--- src/rtl/uart_tx_feeder.sv ---
// uart_tx_feeder: byte FIFO plus launcher that paces bytes into a UART_TX.
// Bytes written on WR_DATA/WR_EN are queued. Each byte is then presented on
// P_DATA with a Data_Valid request, timed against the transmitter's Busy.
// Optional build macro UART_TX_FEEDER_OVF_EN adds a sticky overflow flag OVF
// and its synchronous clear OVF_CLR.
module uart_tx_feeder #(
  parameter int DATA_WIDTH = 8,
  parameter int FIFO_DEPTH = 8,
  parameter int ADDR_WIDTH = 3
) (
  input  logic                  CLK,
  input  logic                  RST,
  input  logic [DATA_WIDTH-1:0] WR_DATA,
  input  logic                  WR_EN,
  output logic                  FULL,
  output logic                  EMPTY,
  output logic [ADDR_WIDTH:0]   FIFO_COUNT,
  input  logic                  Busy,
`ifdef UART_TX_FEEDER_OVF_EN
  output logic                  OVF,
  input  logic                  OVF_CLR,
`endif
  output logic [DATA_WIDTH-1:0] P_DATA,
  output logic                  Data_Valid
);

  localparam logic [ADDR_WIDTH:0] DEPTH_C = (ADDR_WIDTH+1)'(FIFO_DEPTH);

  typedef enum logic [1:0] {
    IDLE      = 2'd0,
    WAIT_BUSY = 2'd1,
    WAIT_DONE = 2'd2
  } state_t;

  logic [DATA_WIDTH-1:0] mem_r [FIFO_DEPTH];
  logic [ADDR_WIDTH-1:0] wr_ptr_r;
  logic [ADDR_WIDTH-1:0] rd_ptr_r;
  logic [ADDR_WIDTH:0]   count_r;
  logic [ADDR_WIDTH:0]   count_nxt_s;
  logic                  full_r;
  logic                  empty_r;
  logic                  wr_fire_s;
  logic                  pop_s;

  state_t                state_r;
  state_t                state_nxt_s;
  logic [DATA_WIDTH-1:0] p_data_r;
  logic [DATA_WIDTH-1:0] p_data_nxt_s;
  logic                  dv_r;
  logic                  dv_nxt_s;

  // A write is taken only when the FIFO was not full at the start of the cycle;
  // a pop in the same cycle does not rescue a write into a full FIFO.
  assign wr_fire_s = WR_EN & ~full_r;

  // Occupancy after this cycle's write and pop.
  always_comb begin
    count_nxt_s = count_r;
    case ({wr_fire_s, pop_s})
      2'b10:   count_nxt_s = count_r + (ADDR_WIDTH+1)'(1);
      2'b01:   count_nxt_s = count_r - (ADDR_WIDTH+1)'(1);
      default: count_nxt_s = count_r;
    endcase
  end

  // Storage array; intentionally not reset so that it maps onto plain RAM.
  always_ff @(posedge CLK) begin
    if (wr_fire_s) begin
      mem_r[wr_ptr_r] <= WR_DATA;
    end
  end

  // Pointers, count and the registered FULL/EMPTY flags.
  always_ff @(posedge CLK or negedge RST) begin
    if (!RST) begin
      wr_ptr_r <= '0;
      rd_ptr_r <= '0;
      count_r  <= '0;
      full_r   <= 1'b0;
      empty_r  <= 1'b1;
    end else begin
      if (wr_fire_s) begin
        wr_ptr_r <= wr_ptr_r + ADDR_WIDTH'(1);
      end
      if (pop_s) begin
        rd_ptr_r <= rd_ptr_r + ADDR_WIDTH'(1);
      end
      count_r <= count_nxt_s;
      full_r  <= (count_nxt_s == DEPTH_C);
      empty_r <= (count_nxt_s == '0);
    end
  end

  // Launcher next-state logic: pop and launch from IDLE, hold the request
  // until the transmitter reports busy, then wait for the frame to finish.
  always_comb begin
    state_nxt_s  = state_r;
    p_data_nxt_s = p_data_r;
    dv_nxt_s     = dv_r;
    pop_s        = 1'b0;
    case (state_r)
      IDLE: begin
        if (!empty_r && !Busy) begin
          pop_s        = 1'b1;
          p_data_nxt_s = mem_r[rd_ptr_r];
          dv_nxt_s     = 1'b1;
          state_nxt_s  = WAIT_BUSY;
        end else begin
          dv_nxt_s     = 1'b0;
        end
      end
      WAIT_BUSY: begin
        if (Busy) begin
          dv_nxt_s    = 1'b0;
          state_nxt_s = WAIT_DONE;
        end else begin
          dv_nxt_s    = 1'b1;
        end
      end
      WAIT_DONE: begin
        if (!Busy) begin
          state_nxt_s = IDLE;
        end else begin
          state_nxt_s = WAIT_DONE;
        end
      end
      default: begin
        state_nxt_s = IDLE;
        dv_nxt_s    = 1'b0;
      end
    endcase
  end

  // Launcher state and the registered UART-side outputs.
  always_ff @(posedge CLK or negedge RST) begin
    if (!RST) begin
      state_r  <= IDLE;
      p_data_r <= '0;
      dv_r     <= 1'b0;
    end else begin
      state_r  <= state_nxt_s;
      p_data_r <= p_data_nxt_s;
      dv_r     <= dv_nxt_s;
    end
  end

`ifdef UART_TX_FEEDER_OVF_EN
  logic ovf_r;

  // Sticky overflow flag; a new overflow outranks a clear in the same cycle.
  always_ff @(posedge CLK or negedge RST) begin
    if (!RST) begin
      ovf_r <= 1'b0;
    end else if (WR_EN && full_r) begin
      ovf_r <= 1'b1;
    end else if (OVF_CLR) begin
      ovf_r <= 1'b0;
    end else begin
      ovf_r <= ovf_r;
    end
  end

  assign OVF = ovf_r;
`endif

  assign FULL       = full_r;
  assign EMPTY      = empty_r;
  assign FIFO_COUNT = count_r;
  assign P_DATA     = p_data_r;
  assign Data_Valid = dv_r;

endmodule

--- config.mk ---
export PLATFORM = sky130hd
export DESIGN_NAME = uart_tx_feeder
export DESIGN_NICKNAME = d
export VERILOG_FILES = /design/src/rtl/uart_tx_feeder.sv
export SDC_FILE = /design/constraint.sdc
export NUM_CORES = 1
export LEC_CHECK = 0
export ABC_AREA = 0
export CORE_MARGIN = 3
export CORE_UTILIZATION = 45
export DETAILED_ROUTE_END_ITERATION = 8
export PLACE_DENSITY = 0.67
export SKIP_CTS_REPAIR_TIMING = 1
export SYNTH_ARGS = -nofsm -noshare
export SYNTH_HDL_FRONTEND = slang
export SYNTH_SLANG_ARGS = --single-unit
--- constraint.sdc ---
create_clock -name CLK -period 7 [get_ports CLK]
set_input_delay 1.05 -clock CLK [delete_from_list [all_inputs] [get_ports CLK]]
set_output_delay 1.05 -clock CLK [all_outputs]
set_load 0.03 [all_outputs]
==> metrics.md <==
| Metric | Value |
|---|---|
| Final Worst Setup Slack | 3.678 ns |
| Flops & latches, synth | 87 |
| TNS Setup | 0 ns |
| Cells after synthesis | 193 |
| Hold Crit Class | reg2reg |
| CTS max path bufs | 2 |
| DR top layer | met4 |
| GR Overflow Total | 0 |
| Max transition margin | 30.68% |
| Tot Pwr | 1.692 mW |
| TritonCTS Sinks | 87 |
| DPL Wire Length | 3601 um |
| Final net count | 240 |
| Core area | 7408 um^2 |
| Starting DRT DRC Count | 79 |
| Number of global-route vias before repair | 1652 |
| Largest net degree at the start of global routing | 24 |
| R2R depth | 9 |
| Post-route cell area | 4044 um^2 |
| First drt pass iteration count | 4 |
| Met2 routed WL | 2881 um |
| Die height | 94.41 um |
| Cts bufs inserted | 9 |
| DIE AREA | 8912 um^2 |
| Initial Util | 47.48% |
| Setup crit end kind | register |
| Reg-to-reg startpoint | state_r[1] |
| Antenna violations before repair | 0 |
| Routability Congestion | 0.7078 |
| Min-delay src | wr_ptr_r[2] |
| Syn Std Cell Area | 3517 um^2 |
| Synth cell types | 36 |
| Pins Over Slew Limit | 0 |
| Drt drc | 0 |
| Crit-path max FO | 6 |
| Hold path depth | 1 |
| Row count | 31 |
| Hold_ws | 0.5140 ns |
| Final wirelength | 5857 um |
| Final Setup Violations | 0 |
| Place WS | 3.331 ns |
| Top cells by area, synth | edfxtp_1 55%, dfrtp_1 16%, mux4_2 5.8%, mux4_1 5.2%, mux2i_1 2.3% |
| Via density | 5.266 |
| Worst vdd ir | 0.0001435 V |
| Die Wd | 94.41 um |
| Post-synth top area share | 54.64% |
| R2R Setup Slk | 4.38 ns |
| RSZ-0062 raised after global routing | no |
| Syn-to-layout area delta | 14.98% |
| M1 wire length | 2661 um |
| Reg-to-Reg End | FULL |
| Worst-Margin Slew | 1.040 ns |
| Clock root buffer | clkbuf_8 |
| Synthesized Nets | 210 |
| Final hold violations | 0 |
| Vias | 1722 |
| Ratio of cells with drive above 1 in the final layout | 14.91% |
| Req. time, crit path | 7.25 ns |
| Post-synthesis sequential area ratio | 71.04% |
| First-pass GRT wire length | 8983 um |
| DP Area | 3862 um^2 |
| Depth of the CTS H-tree | 3 |
| Ant. Diodes | 0 |
| Setup Skew | 0.01483 ns |
| Critical path startpoint category | primary input |
| Max Cap Violations | 0 |
| Post-synth EDFFs | 64 |
| Pwr Density | 418.3 nW/um^2 |
| Crit path time final | 3.322 ns |
| Boundary pin count | 27 |
| Dominant synthesized flop cell | edfxtp_1 |
| WL met3 | 197 um |
| Worst EP arrival | 3.57 ns |
| Worst-Skew Late Latency | 0.36 ns |
| Status | completed |
| Yosys warning count | 0 |
| Post-synth ARST share | 26.44% |
| Leakage | 1.433 nW |
| Average wire per standard cell | 17.91 um |
| Area leader, netlist | edfxtp_1 |
| Port bufs | 26 |
| Syn_area_per_cell | 18.22 um^2 |
| Max Clk Rate | 301.1 MHz |
| WHS Endpoint | wr_ptr_r[2] |
| Ratio of final minimum period to clock period | 47.45% |
| CTS tree | built |
| Overall Global Routing Usage | 14.16% |
| Setup CP Type | in2reg |
| ANT nets after route | 0 |
| Reg clk slew, reported paths | 0.09 ns |
critical path, cell delays in order:
cell and delay (ns):
clkdlybuf4s50_1 0.45, nor2b_1 0.39, inv_1 0.12, ha_1 0.31
xor2_1 0.19, ha_1 0.18, a21oi_1 0.21, xor3_1 0.26
a31oi_1 0.21, o21ba_2 0.19
power by group:
group	switching (mW)	total (mW)	leakage (nW)	internal, mW
registers	0.131	0.814	0.848	0.683
clock network	0.183	0.318	0.0890	0.135
logic	0.269	0.560	0.496	0.291
total	0.583	1.69	1.43	1.11
stage by stage:
| stage | utilization [%] | cells |
|---|---|---|
| after floorplan | - | 193 |
| after global placement | 52.14 | 311 |
| after detailed placement | 52.14 | 311 |
| after CTS | 54.59 | 327 |
| after global routing | 54.59 | 327 |
| final | 54.59 | 327 |
Yosys cell counts, types with 2 or more instances:
library cell,count
clkbuf_1,3
edfxtp_1,64
nor2b_1,2
buf_2,3
nor3_1,4
nor2_1,16
xor2_1,6
nand2_1,4
mux2_2,3
dfrtp_1,22
nand2b_1,4
mux4_2,9
xnor2_1,3
mux4_1,7
inv_1,2
a21oi_1,10
mux2i_1,8
ha_1,5
final cells by class:
cell class                 instances  area, um^2
fill                             591        3364
sequential                        87        2499
multi-input combinational         95       957.2
timing repair buffer              28       275.3
clock buffer                      10       127.6
tap                               99       123.9
clock inverter                     6       53.80
inverter                           2       7.507
sequential cells by signal (all words and copies together) (netlist names):
signal      flops
mem_r          64
P_DATA          8
FIFO_COUNT      4
rd_ptr_r        3
wr_ptr_r        3
state_r         2
Data_Valid      1
EMPTY           1
FULL            1
kinds of logic after synthesis:
logic type                 share of synthesized area [%]
and+or+nand+nor                                    5.230
xor gates and xnor gates                           2.917
muxes                                              14.23
AOI/OAI and AO/OA                                  2.739
adders and majority gates                          1.779
buffers and inverters                              2.063
DFF                                                71.04
placed cells by master (no fill, tap or decap), types with 2 or more instances in the layout:
master / instances
edfxtp_1: 64
mux4_2: 9
inv_1: 2
clkinv_4: 3
ha_1: 5
mux2i_1: 8
nor3_1: 3
buf_4: 2
xnor2_1: 3
xor2_1: 6
clkbuf_8: 9
nor2_1: 16
a21oi_1: 10
dfrtp_1: 22
nand2b_1: 4
nor2b_1: 2
clkdlybuf4s50_1: 26
mux4_1: 7
mux2_2: 3
nand2_1: 4
worst max path at each step:
stage / from / to / depth (start not counted) / slack, ns
after CTS: WR_EN / FULL / 10 / 3.70
after global placement: WR_EN / FULL / 10 / 3.41
after floorplan: Busy / FULL / 10 / 3.84
after global routing: WR_EN / FULL / 10 / 3.46
after detailed placement: WR_EN / FULL / 10 / 3.33
final: WR_EN / FULL / 10 / 3.68
routing by layer:
metal  vias up  track usage, %
met5         -               0
met4         0           6.859
met2        34           22.04
li1        809               -
met3         9           2.629
met1       870           19.34
No activity file was read; power rests on OpenSTA's default activity.
